<file path="config.mk">
export PLATFORM = sky130hd
export DESIGN_NAME = mem_arbiter_flat
export DESIGN_NICKNAME = d
export VERILOG_FILES = /design/src/rtl/mem_arbiter_if.sv /design/src/rtl/mem_arbiter.sv /design/src/flat_wrapper.sv
export SDC_FILE = /design/constraint.sdc
export NUM_CORES = 1
export LEC_CHECK = 0
export BUFFER_PORTS_ARGS = -buffer_cell sky130_fd_sc_hd__buf_2
export CAP_MARGIN = 40
export CORE_AREA = 2 2 293 295
export CTS_BUF_LIST = sky130_fd_sc_hd__clkbuf_8
export CTS_CLUSTER_SIZE = 28
export DETAILED_ROUTE_END_ITERATION = 8
export DIE_AREA = 0 0 295 297
export PLACE_DENSITY_LB_ADDON = 0.08
export SETUP_SLACK_MARGIN = 0.3
export SLEW_MARGIN = 20
export SYNTH_ARGS = -nofsm -noshare
export SYNTH_HDL_FRONTEND = slang
export SYNTH_SLANG_ARGS = --single-unit
</file>
<file path="constraint.sdc">
create_clock -name clock -period 1.9 [get_ports clock]
set_clock_uncertainty 0.2 [all_clocks]
set_input_delay 0.38 -clock clock [delete_from_list [all_inputs] [get_ports clock]]
set_output_delay 0.38 -clock clock [all_outputs]
set_load 0.005 [all_outputs]
</file>
<file path="src/rtl/mem_arbiter_if.sv">
// Cache-side and memory-side signals of the shared line-fill port.
// The arbiter takes the slave view; caches and the memory model take the master view.
interface mem_arbiter_if #(
    parameter int LINE_W = 128,
    parameter int ADDR_W = 32
);
    logic              ic_req;
    logic [ADDR_W-1:0] ic_addr;
    logic              ic_ready;
    logic [LINE_W-1:0] ic_rdata;

    logic              dc_req;
    logic              dc_we;
    logic [ADDR_W-1:0] dc_addr;
    logic [LINE_W-1:0] dc_wdata;
    logic              dc_ready;
    logic [LINE_W-1:0] dc_rdata;

    logic              mem_req;
    logic              mem_we;
    logic [ADDR_W-1:0] mem_addr;
    logic [LINE_W-1:0] mem_wdata;
    logic [LINE_W-1:0] mem_rdata;
    logic              arb_busy;

    modport slave (
        input  ic_req, ic_addr, dc_req, dc_we, dc_addr, dc_wdata, mem_rdata,
        output ic_ready, ic_rdata, dc_ready, dc_rdata,
               mem_req, mem_we, mem_addr, mem_wdata, arb_busy
    );

    modport master (
        output ic_req, ic_addr, dc_req, dc_we, dc_addr, dc_wdata, mem_rdata,
        input  ic_ready, ic_rdata, dc_ready, dc_rdata,
               mem_req, mem_we, mem_addr, mem_wdata, arb_busy
    );
endinterface

</file>
<file path="src/rtl/mem_arbiter.sv">
// Round-robin arbiter of ICache/DCache line requests onto one memory port,
// holding the port for a fixed latency and pulsing ready to the served cache.
module mem_arbiter #(
    parameter int LINE_W      = 128,
    parameter int ADDR_W      = 32,
    parameter int MEM_LATENCY = 5
) (
    input  logic         clock,
    input  logic         reset,
    mem_arbiter_if.slave bus
);
    localparam int               CNT_W    = $clog2(MEM_LATENCY + 1);
    localparam logic [CNT_W-1:0] CNT_INIT = CNT_W'(MEM_LATENCY - 1);
    localparam logic             OWN_IC   = 1'b0;
    localparam logic             OWN_DC   = 1'b1;

    typedef enum logic [1:0] {
        IDLE = 2'd0,
        BUSY = 2'd1,
        RESP = 2'd2
    } state_t;

    state_t            state_q, state_d;
    logic [CNT_W-1:0]  cnt_q, cnt_d;
    logic              owner_q, owner_d;
    logic              last_q, last_d;
    logic              we_q, we_d;
    logic [ADDR_W-1:0] addr_q, addr_d;
    logic [LINE_W-1:0] wdata_q, wdata_d;
    logic [LINE_W-1:0] rdata_q, rdata_d;
    logic              grant_dc;

    // Memory is line-addressed; the byte offset within a line is dropped.
    logic unused_addr_lsbs;
    assign unused_addr_lsbs = ^{bus.ic_addr[3:0], bus.dc_addr[3:0]};

    always_ff @(posedge clock) begin
        if (reset) begin
            state_q <= IDLE;
            cnt_q   <= '0;
            owner_q <= OWN_IC;
            last_q  <= OWN_IC;
            we_q    <= 1'b0;
            addr_q  <= '0;
            wdata_q <= '0;
            rdata_q <= '0;
        end else begin
            state_q <= state_d;
            cnt_q   <= cnt_d;
            owner_q <= owner_d;
            last_q  <= last_d;
            we_q    <= we_d;
            addr_q  <= addr_d;
            wdata_q <= wdata_d;
            rdata_q <= rdata_d;
        end
    end

    always_comb begin
        state_d  = state_q;
        cnt_d    = cnt_q;
        owner_d  = owner_q;
        last_d   = last_q;
        we_d     = we_q;
        addr_d   = addr_q;
        wdata_d  = wdata_q;
        rdata_d  = rdata_q;
        grant_dc = 1'b0;
        case (state_q)
            IDLE: begin
                if (bus.ic_req || bus.dc_req) begin
                    // On contention the cache not served last time wins.
                    grant_dc = bus.dc_req && (!bus.ic_req || (last_q == OWN_IC));
                    owner_d  = grant_dc;
                    last_d   = grant_dc;
                    we_d     = grant_dc && bus.dc_we;
                    addr_d   = grant_dc ? {bus.dc_addr[ADDR_W-1:4], 4'b0}
                                        : {bus.ic_addr[ADDR_W-1:4], 4'b0};
                    wdata_d  = grant_dc ? bus.dc_wdata : '0;
                    cnt_d    = CNT_INIT;
                    state_d  = BUSY;
                end
            end
            BUSY: begin
                if (cnt_q == '0) begin
                    if (!we_q) begin
                        rdata_d = bus.mem_rdata;
                    end
                    state_d = RESP;
                end else begin
                    cnt_d = cnt_q - CNT_W'(1);
                end
            end
            RESP:    state_d = IDLE;
            default: state_d = IDLE;
        endcase
    end

    assign bus.mem_req   = (state_q == BUSY);
    assign bus.mem_we    = (state_q == BUSY) && (cnt_q == '0) && we_q;
    assign bus.mem_addr  = addr_q;
    assign bus.mem_wdata = wdata_q;
    assign bus.ic_ready  = (state_q == RESP) && (owner_q == OWN_IC);
    assign bus.dc_ready  = (state_q == RESP) && (owner_q == OWN_DC);
    assign bus.ic_rdata  = rdata_q;
    assign bus.dc_rdata  = rdata_q;
    assign bus.arb_busy  = (state_q != IDLE);
endmodule

</file>
<file path="src/flat_wrapper.sv">
// flat-port wrapper written by rule: the top's interface ports become plain ports
module mem_arbiter_flat 
#(
    parameter int LINE_W      = 128,
    parameter int ADDR_W      = 32,
    parameter int MEM_LATENCY = 5
)
  (clock, reset, bus_ic_req, bus_ic_addr, bus_dc_req, bus_dc_we, bus_dc_addr, bus_dc_wdata, bus_mem_rdata, bus_ic_ready, bus_ic_rdata, bus_dc_ready, bus_dc_rdata, bus_mem_req, bus_mem_we, bus_mem_addr, bus_mem_wdata, bus_arb_busy);
  mem_arbiter_if #(.LINE_W(LINE_W), .ADDR_W(ADDR_W)) bus_i ();
  input  logic clock;
  input  logic reset;
  input wire logic [$bits(bus_i.ic_req)-1:0] bus_ic_req;
  input wire logic [$bits(bus_i.ic_addr)-1:0] bus_ic_addr;
  input wire logic [$bits(bus_i.dc_req)-1:0] bus_dc_req;
  input wire logic [$bits(bus_i.dc_we)-1:0] bus_dc_we;
  input wire logic [$bits(bus_i.dc_addr)-1:0] bus_dc_addr;
  input wire logic [$bits(bus_i.dc_wdata)-1:0] bus_dc_wdata;
  input wire logic [$bits(bus_i.mem_rdata)-1:0] bus_mem_rdata;
  output wire logic [$bits(bus_i.ic_ready)-1:0] bus_ic_ready;
  output wire logic [$bits(bus_i.ic_rdata)-1:0] bus_ic_rdata;
  output wire logic [$bits(bus_i.dc_ready)-1:0] bus_dc_ready;
  output wire logic [$bits(bus_i.dc_rdata)-1:0] bus_dc_rdata;
  output wire logic [$bits(bus_i.mem_req)-1:0] bus_mem_req;
  output wire logic [$bits(bus_i.mem_we)-1:0] bus_mem_we;
  output wire logic [$bits(bus_i.mem_addr)-1:0] bus_mem_addr;
  output wire logic [$bits(bus_i.mem_wdata)-1:0] bus_mem_wdata;
  output wire logic [$bits(bus_i.arb_busy)-1:0] bus_arb_busy;
  assign bus_i.ic_req = bus_ic_req;
  assign bus_i.ic_addr = bus_ic_addr;
  assign bus_i.dc_req = bus_dc_req;
  assign bus_i.dc_we = bus_dc_we;
  assign bus_i.dc_addr = bus_dc_addr;
  assign bus_i.dc_wdata = bus_dc_wdata;
  assign bus_i.mem_rdata = bus_mem_rdata;
  assign bus_ic_ready = bus_i.ic_ready;
  assign bus_ic_rdata = bus_i.ic_rdata;
  assign bus_dc_ready = bus_i.dc_ready;
  assign bus_dc_rdata = bus_i.dc_rdata;
  assign bus_mem_req = bus_i.mem_req;
  assign bus_mem_we = bus_i.mem_we;
  assign bus_mem_addr = bus_i.mem_addr;
  assign bus_mem_wdata = bus_i.mem_wdata;
  assign bus_arb_busy = bus_i.arb_busy;
  mem_arbiter #(.LINE_W(LINE_W), .ADDR_W(ADDR_W), .MEM_LATENCY(MEM_LATENCY)) u_core (.clock(clock), .reset(reset), .bus(bus_i));
endmodule
</file>
==> impl_metrics.yaml, run 1 <==
setup_path:
  cp_max_fo: 2
  crit_path_start_kind: "flop"
  critical_path_arrival_ns: 1.56
  cp_cell_sequence: "inv_2 -> ha_4 -> nor2b_4 -> and3_4 -> buf_6"
  endpoint_kind: "primary output"
  critPathKind: "reg -> out"
  slowest_stage: "dfxtp_2"
  cp.required_ns: 1.32
  max_stage_delay_ns: 0.32
pwr:
  comb_power_share: 0.290
  sequentialPowerShare: 0.367
  cellPowerDensity_mw_per_mm2: 797.1
  max-vdd-ir-drop_uv: 494.6
  power_leakage_nw: 11.36
  intPower_mw: 14.24
  sw_frac_of_total: 0.2912
  switchingPower_mw: 5.847
  clock_power_share: 0.344
drt:
  vias_per_cell: 3.625
  vias: 12610
  wl_per_cell_um: 16.38
  wl_mm: 56.99
  ant_nets: 0
  drtIter0Drc: 286
  dr.pass1.iters: 4
  drc: 0
clock_network:
  cts-root-buf: "clkbuf_8"
  htreeDepth: 3
  clock_path_buffers: 3
  clock_sinks: 291
  cts_tree: "done"
  clock_latency_ns: 0.66
  cts_buffers: 66
  clk_pin_slew_ns: 0.05
final_layout:
  syn2layout_area_growth_pct: 105.2
  mostFrequentLayoutCells: "buf_2, dlygate4sd3_1, buf_6"
  postLayoutCoreUtil: 0.2982
  final_common_cell: "buf_2"
  final_area_sq_mm: 0.02519
  fin_nets: 2615
  drive_gt1_frac: 0.5761
synth:
  syn_area_sq_mm: 0.01228
  yosys_register_bits: 291
  netlist.area_leader.share: 0.4744
  synth_top_cell_by_area: "dfxtp_1"
  postSynthAreaPerCell_sq_um: 10.43
  async_flop_share: 0
  yosys_warnings: 0
  synth-edff-count: 0
  netlist_instances: 1177
  ys.flop_type: "dfxtp_1"
  synth_sequential_area_ratio: 0.4744
  ys_types: 39
  synthTopCellsByArea: "dfxtp_1, nand2b_1, mux2i_1"
sta:
  slew_viol_final: 0
  rsz0062_at_grt: "yes"
  min_period_ns: 2.143
  post-route-worst-setup-slack_ns: -0.2431
  fmax_mhz: 466.6
  hold_violations: 0
  timing.final.crit_share: 1.128
  setup_viol: 284
place:
  port_buffers: 733
  gp_congestion: 0.7311
  dp_slack_ns: 0.01414
  dp_hpwl_mm: 38.45
  placed_area_sq_mm: 0.01665
job:
  maxCapViolCount: 0
global_routing:
  grt_pass1_wl_mm: 82.33
  overflow: 0
  grt_start_max_net_pins: 83
  track_usage: 0.1237
  first_global_vias: 13370
  antenna_found_initial: 6
floorplan:
  start_util: 0.1454
  core_sq_mm: 0.08448
  dieArea_sq_mm: 0.08762
  rows: 107
  dieHeight_um: 297
  io_pins: 746
  die_w_um: 295
outcome:
  status: "finished with violations"
  violations: "negative setup slack"
min_path:
  hp-class: "in -> reg"
-- worst max-delay path, delay by kind of cell, from the launching register on --
kind	cells	cell delay (ns)
and+or+nand+nor	2	0.31
buffers and inverters	2	0.19
adders and majority gates	1	0.13
DFF	1	0.32
-- through the flow --
step | cells | TNS, ns | power [mW] | hold slack [ns]
final | 3479 | -26.33 | 20.08 | 0.08546
after CTS | 3432 | -16.81 | 20.14 | 0.001825
after detailed placement | 2893 | 0 | 10.81 | 0.2488
after global placement | 2893 | 0 | 10.83 | 0.2520
after floorplan | 1180 | 0 | 9.193 | 0.2651
after global routing | 3479 | -51.44 | 21.28 | 0.05218
-- kinds of logic (layout without fill, tap and decap cells) --
family	Yosys count	after routing	share of synthesized area
fa+ha+maj	2	2	0.002038
other cells	1	8	0.0003054
compound gates	197	197	0.1303
buf+inv	226	1377	0.1301
simple gates	332	332	0.1584
mux	128	128	0.1043
flops	291	291	0.4744
-- timing repair --
action | CTS | global route
pin swaps | 43 | 97
gates resized for setup | 524 | 149
buffers inserted | 90 | 39
endpoints found under the hold margin | 289 | 0
gates cloned | 23 | 4
hold buffers | 315 | 0
endpoints found under the setup margin | 671 | 706
-- power by group through the flow --
stage / sequential, mW / combinational [mW] / clock (mW)
2_1_floorplan: 7.22 / 1.97 / 0
3_3_place_gp: 7.27 / 3.56 / 0
3_5_place_dp: 7.27 / 3.54 / 0
4_1_cts: 7.33 / 5.44 / 7.36
5_1_grt: 7.44 / 6.26 / 7.58
6_report: 7.36 / 5.82 / 6.91
-- registers in the layout, summed over array words and instances (netlist names) --
register / count
u_core.last_q: 1
u_core.cnt_q: 3
u_core.bus.mem_addr: 28
u_core.bus.mem_wdata: 128
u_core.bus.dc_rdata: 128
u_core.state_q: 2
u_core.we_q: 1
-- synth_stat cells (all sizes together), types with 2 or more instances --
cell type	n
mux2i	128
buf	189
o221ai	2
nor3	4
ha	2
dfxtp	291
a21oi	33
or2	2
clkbuf	32
nand2b	258
inv	5
nand2	58
a311oi	28
a22o	129
nor2	4
-- final timing paths --
kind,depth (start not counted),end,from,slack [ns]
max,5,bus_mem_we,u_core.cnt_q[0]$_SDFFE_PP0P_,-0.24
min,5,u_core.last_q$_SDFFE_PP0P_,bus_ic_req,0.09
max reg2reg,12,u_core.bus.dc_rdata[45]$_SDFFE_PP0P_,u_core.cnt_q[0]$_SDFFE_PP0P_,-0.19
min reg2reg,1,u_core.bus.mem_wdata[72]$_SDFFE_PP0P_,u_core.bus.mem_wdata[72]$_SDFFE_PP0P_,0.26
-- per-layer routing --
metal,share of wire,up-vias,routed length (um),track usage
met1,0.39,5857,22000,0.1354
met5,0.00053,-,30,0
met3,0.076,100,4335,0.03952
met2,0.50,499,28720,0.2196
met4,0.033,4,1898,0.04896
li1,-,6152,-,-
-- layout make-up --
class                      instances  area (sq um)
antenna                            4         10.01
clock buffer                      71         977.2
clock inverter                    40         252.7
fill                            8915         59280
inverter                           5         23.77
multi-input combinational        663          5001
sequential                       291          6277
tap                             1144          1431
timing repair buffer            1261         11220
Note: power is estimated with default switching activity, not from simulation.
==> run 2: changes to the inputs <==
Settings changed: CAP_MARGIN 40 to unset, CELL_PAD_IN_SITES_DETAIL_PLACEMENT set to 0, CELL_PAD_IN_SITES_GLOBAL_PLACEMENT set to 1, CORE_AREA 2 2 293 295 to 2 2 291 293, DIE_AREA 0 0 295 297 to 0 0 293 295.
==> impl_metrics.yaml, run 2 (synthesis gave the netlist of run 1 again) <==
drt:
  drtIter0Drc: 291
  wl_met2_mm: 30.28
  wl_met3_mm: 4.424
  drc: 0
  wl_per_cell_um: 17.19
  dr.pass1.iters: 4
  wl_mm: 57.75
  top_layer: "met5"
  vias: 12320
  wl_met1_mm: 21.77
  vias_per_cell: 3.668
  ant_nets: 0
global_routing:
  track_usage: 0.1235
  overflow: 0
  grt_pass1_wl_mm: 81.25
  first_global_vias: 12760
  antenna_found_initial: 7
  grt_start_max_net_pins: 65
place:
  gp_congestion: 0.7240
  dp_hpwl_mm: 41.08
  port_buffers: 733
job:
  maxCapViolCount: 0
setup_path:
  critical_path_arrival_ns: 1.64
  crit_start: "u_core.cnt_q[1]$_SDFFE_PP0P_"
  cp.required_ns: 1.32
  slowest_stage: "dfxtp_2"
  endpoint: "bus_mem_we"
  cp_max_fo: 2
  cp_cell_sequence: "inv_2 -> ha_4 -> nor2b_4 -> and3_4 -> buf_6"
  critPathKind: "reg -> out"
  r2r_end: "u_core.bus.dc_rdata[35]$_SDFFE_PP0P_"
  endpoint_kind: "primary output"
  max_stage_delay_ns: 0.32
  r2r_start: "u_core.cnt_q[1]$_SDFFE_PP0P_"
  ff2ff_setup_slack_ns: -0.16
  crit_path_start_kind: "flop"
  reg2regPathDepth: 11
pwr:
  total_power_mw: 19.60
  sequentialPowerShare: 0.374
  intPower_mw: 13.89
  power_leakage_nw: 10.94
  comb_power_share: 0.274
  switchingPower_mw: 5.712
  clock_power_share: 0.352
  max-vdd-ir-drop_uv: 415.8
  sw_frac_of_total: 0.2914
  cellPowerDensity_mw_per_mm2: 812.5
sta:
  whs_ns: 0.2370
  post-route-worst-setup-slack_ns: -0.3222
  setup_viol: 133
  slew_viol_final: 0
  min_period_ns: 2.222
  hold_violations: 0
  fmax_mhz: 450.0
  rsz0062_at_grt: "yes"
  timing.final.crit_share: 1.170
clock_network:
  cts-root-buf: "clkbuf_8"
  clock_sinks: 291
  clock_latency_ns: 0.69
  clock_path_buffers: 3
  cts_buffers: 61
  cts_tree: "done"
  clk_pin_slew_ns: 0.06
  htreeDepth: 2
floorplan:
  core_sq_mm: 0.08316
  start_util: 0.1477
  die_w_um: 293
  dieHeight_um: 295
  rows: 106
  dieArea_sq_mm: 0.08644
  io_pins: 746
final_layout:
  register_area_sq_mm: 0.006212
  mostFrequentLayoutCells: "buf_2, dlygate4sd3_1, nand2b_1"
  fillers: 8880
  fin_nets: 2552
  drive_gt1_frac: 0.5447
  syn2layout_area_growth_pct: 96.43
  final_common_cell: "buf_2"
  multi_input_area_sq_mm: 0.004982
outcome:
  status: "finished with violations"
  violations: "negative setup slack"
min_path:
  hp-class: "in -> reg"
[run 2: cell types whose count changed in the layout (fill, tap and decap cells not counted), moves of 8 or more]
cell	before	now
buf_12	45	29
buf_16	27	17
buf_2	498	531
buf_4	102	71
buf_6	261	216
clkbuf_16	3	11
dfxtp_1	6	52
dfxtp_2	247	204
[run 2: metrics by stage]
| step | TNS (ns) | util | cell area, sq um | setup slack, ns | std cells |
|---|---|---|---|---|---|
| 2_1_floorplan | 0 | - | 12330 | 0.2995 | 1180 |
| 3_3_place_gp | 0 | 0.1987 | 16520 | 0.04578 | 2831 |
| 3_5_place_dp | 0 | 0.1987 | 16520 | 0.007619 | 2831 |
| 4_1_cts | -5.707 | 0.2737 | 22760 | -0.4206 | 3306 |
| 5_1_grt | -27.41 | 0.2900 | 24120 | -0.4299 | 3358 |
| 6_report | -14.20 | 0.2901 | 24120 | -0.3222 | 3359 |
[run 2: final cells by class]
cell class                      count  area share
Inverter                            5    0.001089
Tap cell                         1080     0.05602
Timing Repair Buffer             1203      0.4266
Clock buffer                       76     0.04337
Antenna cell                        6   0.0006225
Multi-Input combinational cell    663      0.2066
Sequential cell                   291      0.2575
Clock inverter                     35    0.008196
[run 2: repair_timing]
item / CTS / global route
endpoints found under the hold margin: 291 / 0
setup buffers: 37 / 34
pin swaps: 5 / 8
setup endpoints to repair: 657 / 704
resized for setup: 361 / 210
hold buffers: 316 / 0
cloned: 11 / 13
[run 2: worst min-delay path by stage]
stage / from / to / cells past startpoint
floorplan: u_core.cnt_q[0]$_SDFFE_PP0P_ / u_core.cnt_q[0]$_SDFFE_PP0P_ / 2
global placement: u_core.bus.mem_wdata[104]$_SDFFE_PP0P_ / u_core.bus.mem_wdata[104]$_SDFFE_PP0P_ / 1
detailed placement: u_core.bus.mem_wdata[124]$_SDFFE_PP0P_ / u_core.bus.mem_wdata[124]$_SDFFE_PP0P_ / 1
CTS: bus_dc_wdata[52] / u_core.bus.mem_wdata[52]$_SDFFE_PP0P_ / 3
global route: bus_dc_wdata[44] / u_core.bus.mem_wdata[44]$_SDFFE_PP0P_ / 3
finish: bus_dc_wdata[39] / u_core.bus.mem_wdata[39]$_SDFFE_PP0P_ / 3
[run 2: power by group through the flow]
stage	logic, mW	clock network (mW)	registers, mW
after global routing	5.80	7.59	7.41
final	5.37	6.89	7.34
after floorplan	1.97	0	7.22
after global placement	3.53	0	7.27
after CTS	4.99	7.35	7.29
after detailed placement	3.51	0	7.28
[run 2: worst max-delay path: cells and delay by family (launching register included)]
family	cells	cell delay, ns
buffers and inverters	2	0.18
and+or+nand+nor	2	0.31
adders and majority gates	1	0.13
DFF	1	0.32
[run 2: layer usage]
metal,track usage,vias to the layer above
met5,0,-
met4,0.03515,4
met3,0.04232,81
met2,0.2278,457
met1,0.1331,5758
li1,-,6021
==> run 3: changes to the inputs <==
Settings changed: ABC_AREA set to 1, CORE_AREA 2 2 291 293 to 2 2 288 290, DIE_AREA 0 0 293 295 to 0 0 290 292.
==> impl_metrics.yaml, run 3 <==
floorplan:
  rows: 105
  dieArea_sq_mm: 0.08468
  start_util: 0.1610
  core_sq_mm: 0.08158
  io_pins: 746
  die_w_um: 290
  dieHeight_um: 292
pwr:
  cellPowerDensity_mw_per_mm2: 1045
  power_leakage_nw: 11.97
  max-vdd-ir-drop_uv: 419.9
sta:
  fmax_mhz: 489.3
  worst_pin_slew_ns: 0.5811
  setup_viol: 5
  slew-limit-headroom: 0.6126
  slew_viol_final: 0
  min_period_ns: 2.044
  post-route-worst-setup-slack_ns: -0.1437
  timing.final.crit_share: 1.076
  hold_violations: 0
  rsz0062_at_grt: "yes"
  fin_tns_setup_ns: -0.4690
synth:
  synth_compound_area_frac: 0.06630
  synth_top_cell_by_area: "dfxtp_1"
  netlist_instances: 1841
  synthTopCellsByArea: "dfxtp_1, nor2_1, nand2_1"
  yosysMostFrequentCell: "nor2_1"
  synth_top_family_by_area: "simple AND/OR/NAND/NOR gates"
  netlist.area_leader.share: 0.4435
  ys_top_cells_by_count: "nor2_1, nand2_1, dfxtp_1"
  synth_sequential_area_ratio: 0.4435
  syn_area_sq_mm: 0.01314
  synth-edff-count: 0
  ys.flop_type: "dfxtp_1"
  synth-simple-area-share: 0.3102
  ys_types: 22
  synth_mux_area_frac: 0
  postSynthAreaPerCell_sq_um: 7.135
  async_flop_share: 0
  synthAdderAreaFrac: 0.001905
  synth_xor_area_frac: 0
  yosys_register_bits: 291
  yosys_warnings: 0
setup_path:
  cp_max_fo: 2
  path_common_cell: "buf_6"
  max_stage_delay_ns: 0.35
  slowest_stage: "dfxtp_4"
  cp_cell_sequence: "inv_4 -> buf_6 -> buf_6 -> and3_4 -> buf_6"
  critPathKind: "reg -> out"
  cp.buffers_inverters: 4
  path_delay_family: "buffers and inverters"
  cp.required_ns: 1.32
  critical_path_arrival_ns: 1.46
  endpoint_kind: "primary output"
  crit_path_start_kind: "flop"
global_routing:
  overflow: 0
  grt_pass1_wl_mm: 98.92
  first_global_vias: 15760
  antenna_found_initial: 9
  track_usage: 0.1515
  grt_start_max_net_pins: 94
clock_network:
  cts_tree: "done"
  htreeDepth: 3
  clock_path_buffers: 3
  clk_pin_slew_ns: 0.05
  clock_latency_ns: 0.60
  clock_sinks: 291
  cts_buffers: 66
  cts-root-buf: "clkbuf_8"
job:
  maxCapViolCount: 0
final_layout:
  final_common_cell: "buf_2"
  drive_gt1_frac: 0.4502
  fin_nets: 3122
  fin_cells: 3915
  syn2layout_area_growth_pct: 89.72
  postLayoutCoreUtil: 0.3055
  mostFrequentLayoutCells: "buf_2, nor2_1, nand2_1, dlygate4sd3_1, dfxtp_2"
drt:
  wl_per_cell_um: 17.43
  drc: 0
  vias_per_cell: 3.943
  drtIter0Drc: 551
  ant_nets: 0
  wl_mm: 68.23
  vias: 15440
  dr.pass1.iters: 4
outcome:
  violations: "negative setup slack"
  status: "finished with violations"
place:
  dp_hpwl_mm: 44.72
  dp_slack_ns: 0.1266
  gp_congestion: 0.7484
  dp_cells: 3419
  port_buffers: 733
min_path:
  hp-class: "in -> reg"
-- run 3: cell types whose count changed after synthesis, sizes merged, moves of 99 or more --
| cell | delta |
|---|---|
| nand2 | +273 |
| nor2 | +347 |
| nand3 | +132 |
| nand2b | -258 |
| a22o | -129 |
| inv | +159 |
| nand4 | +130 |
| a21oi | +99 |
| mux2i | -128 |
-- run 3: metal layers --
layer,GRT usage,share of wire,vias to the layer above
met3,0.04696,0.067,101
met5,0,0.00064,-
li1,-,-,7650
met1,0.1679,0.40,7174
met2,0.2718,0.50,507
met4,0.05501,0.028,6
-- run 3: stage by stage --
| step | hold WS [ns] | power (mW) | instance area, sq um |
|---|---|---|---|
| final | 0.06780 | 26.04 | 24920 |
| after global routing | 0.03978 | 27.83 | 24920 |
| after CTS | 0.001247 | 25.59 | 24070 |
| after detailed placement | 0.2503 | 14.85 | 17250 |
| after global placement | 0.2499 | 14.87 | 17250 |
| after floorplan | 0.2543 | 11.82 | 13150 |
-- run 3: area by class of cell --
type | instances | area, sq um
Antenna cell | 6 | 15.01
Clock buffer | 78 | 1074
Clock inverter | 34 | 210.2
Fill cell | 8972 | 56660
Inverter | 165 | 624.3
Multi-Input combinational cell | 1113 | 5280
Sequential cell | 291 | 6289
Tap cell | 1070 | 1339
Timing Repair Buffer | 1158 | 10090
-- run 3: worst register-to-register path, cell delays in order, from the launching register on --
cell and delay, ns:
dfxtp_2 0.33, inv_2 0.05, ha_4 0.15, buf_4 0.14, nand3_1 0.12, nor2_4 0.06
buf_12 0.14, buf_12 0.13, clkbuf_16 0.15, clkbuf_16 0.16, nor2_1 0.09, nor2_1 0.05
-- run 3: cells by family after synthesis --
family,after synthesis
compound gates,160
simple gates,947
fa+ha+maj,2
other cells,1
flops,291
buf+inv,440
-- run 3: timing repair --
action / CTS / global route
hold buffers: 314 / 0
endpoints found under the setup margin: 552 / 686
pin swaps: 6 / 30
gates cloned: 13 / 17
resized for setup: 579 / 90
setup buffers: 22 / 12
endpoints found under the hold margin: 285 / 0
-- run 3: path summary, 6_finish.rpt --
check | start | end | slack, ns | cells after the start
setup / recovery | u_core.state_q[0]$_SDFFE_PP0P_ | bus_dc_ready | -0.14 | 5
setup reg to reg | u_core.cnt_q[1]$_SDFFE_PP0P_ | u_core.bus.dc_rdata[105]$_SDFFE_PP0P_ | 0.03 | 11
hold reg to reg | u_core.bus.mem_wdata[83]$_SDFFE_PP0P_ | u_core.bus.mem_wdata[83]$_SDFFE_PP0P_ | 0.26 | 2
hold / removal | bus_ic_req | u_core.bus.mem_wdata[5]$_SDFFE_PP0P_ | 0.07 | 4
-- run 3: power breakdown --
group | leakage [nW] | internal, mW | switching (mW)
Sequential | 2.51 | 7.32 | 0.952
Clock | 0.741 | 3.99 | 3.23
Combinational | 8.71 | 5.76 | 4.79
Total | 12.0 | 17.1 | 8.97
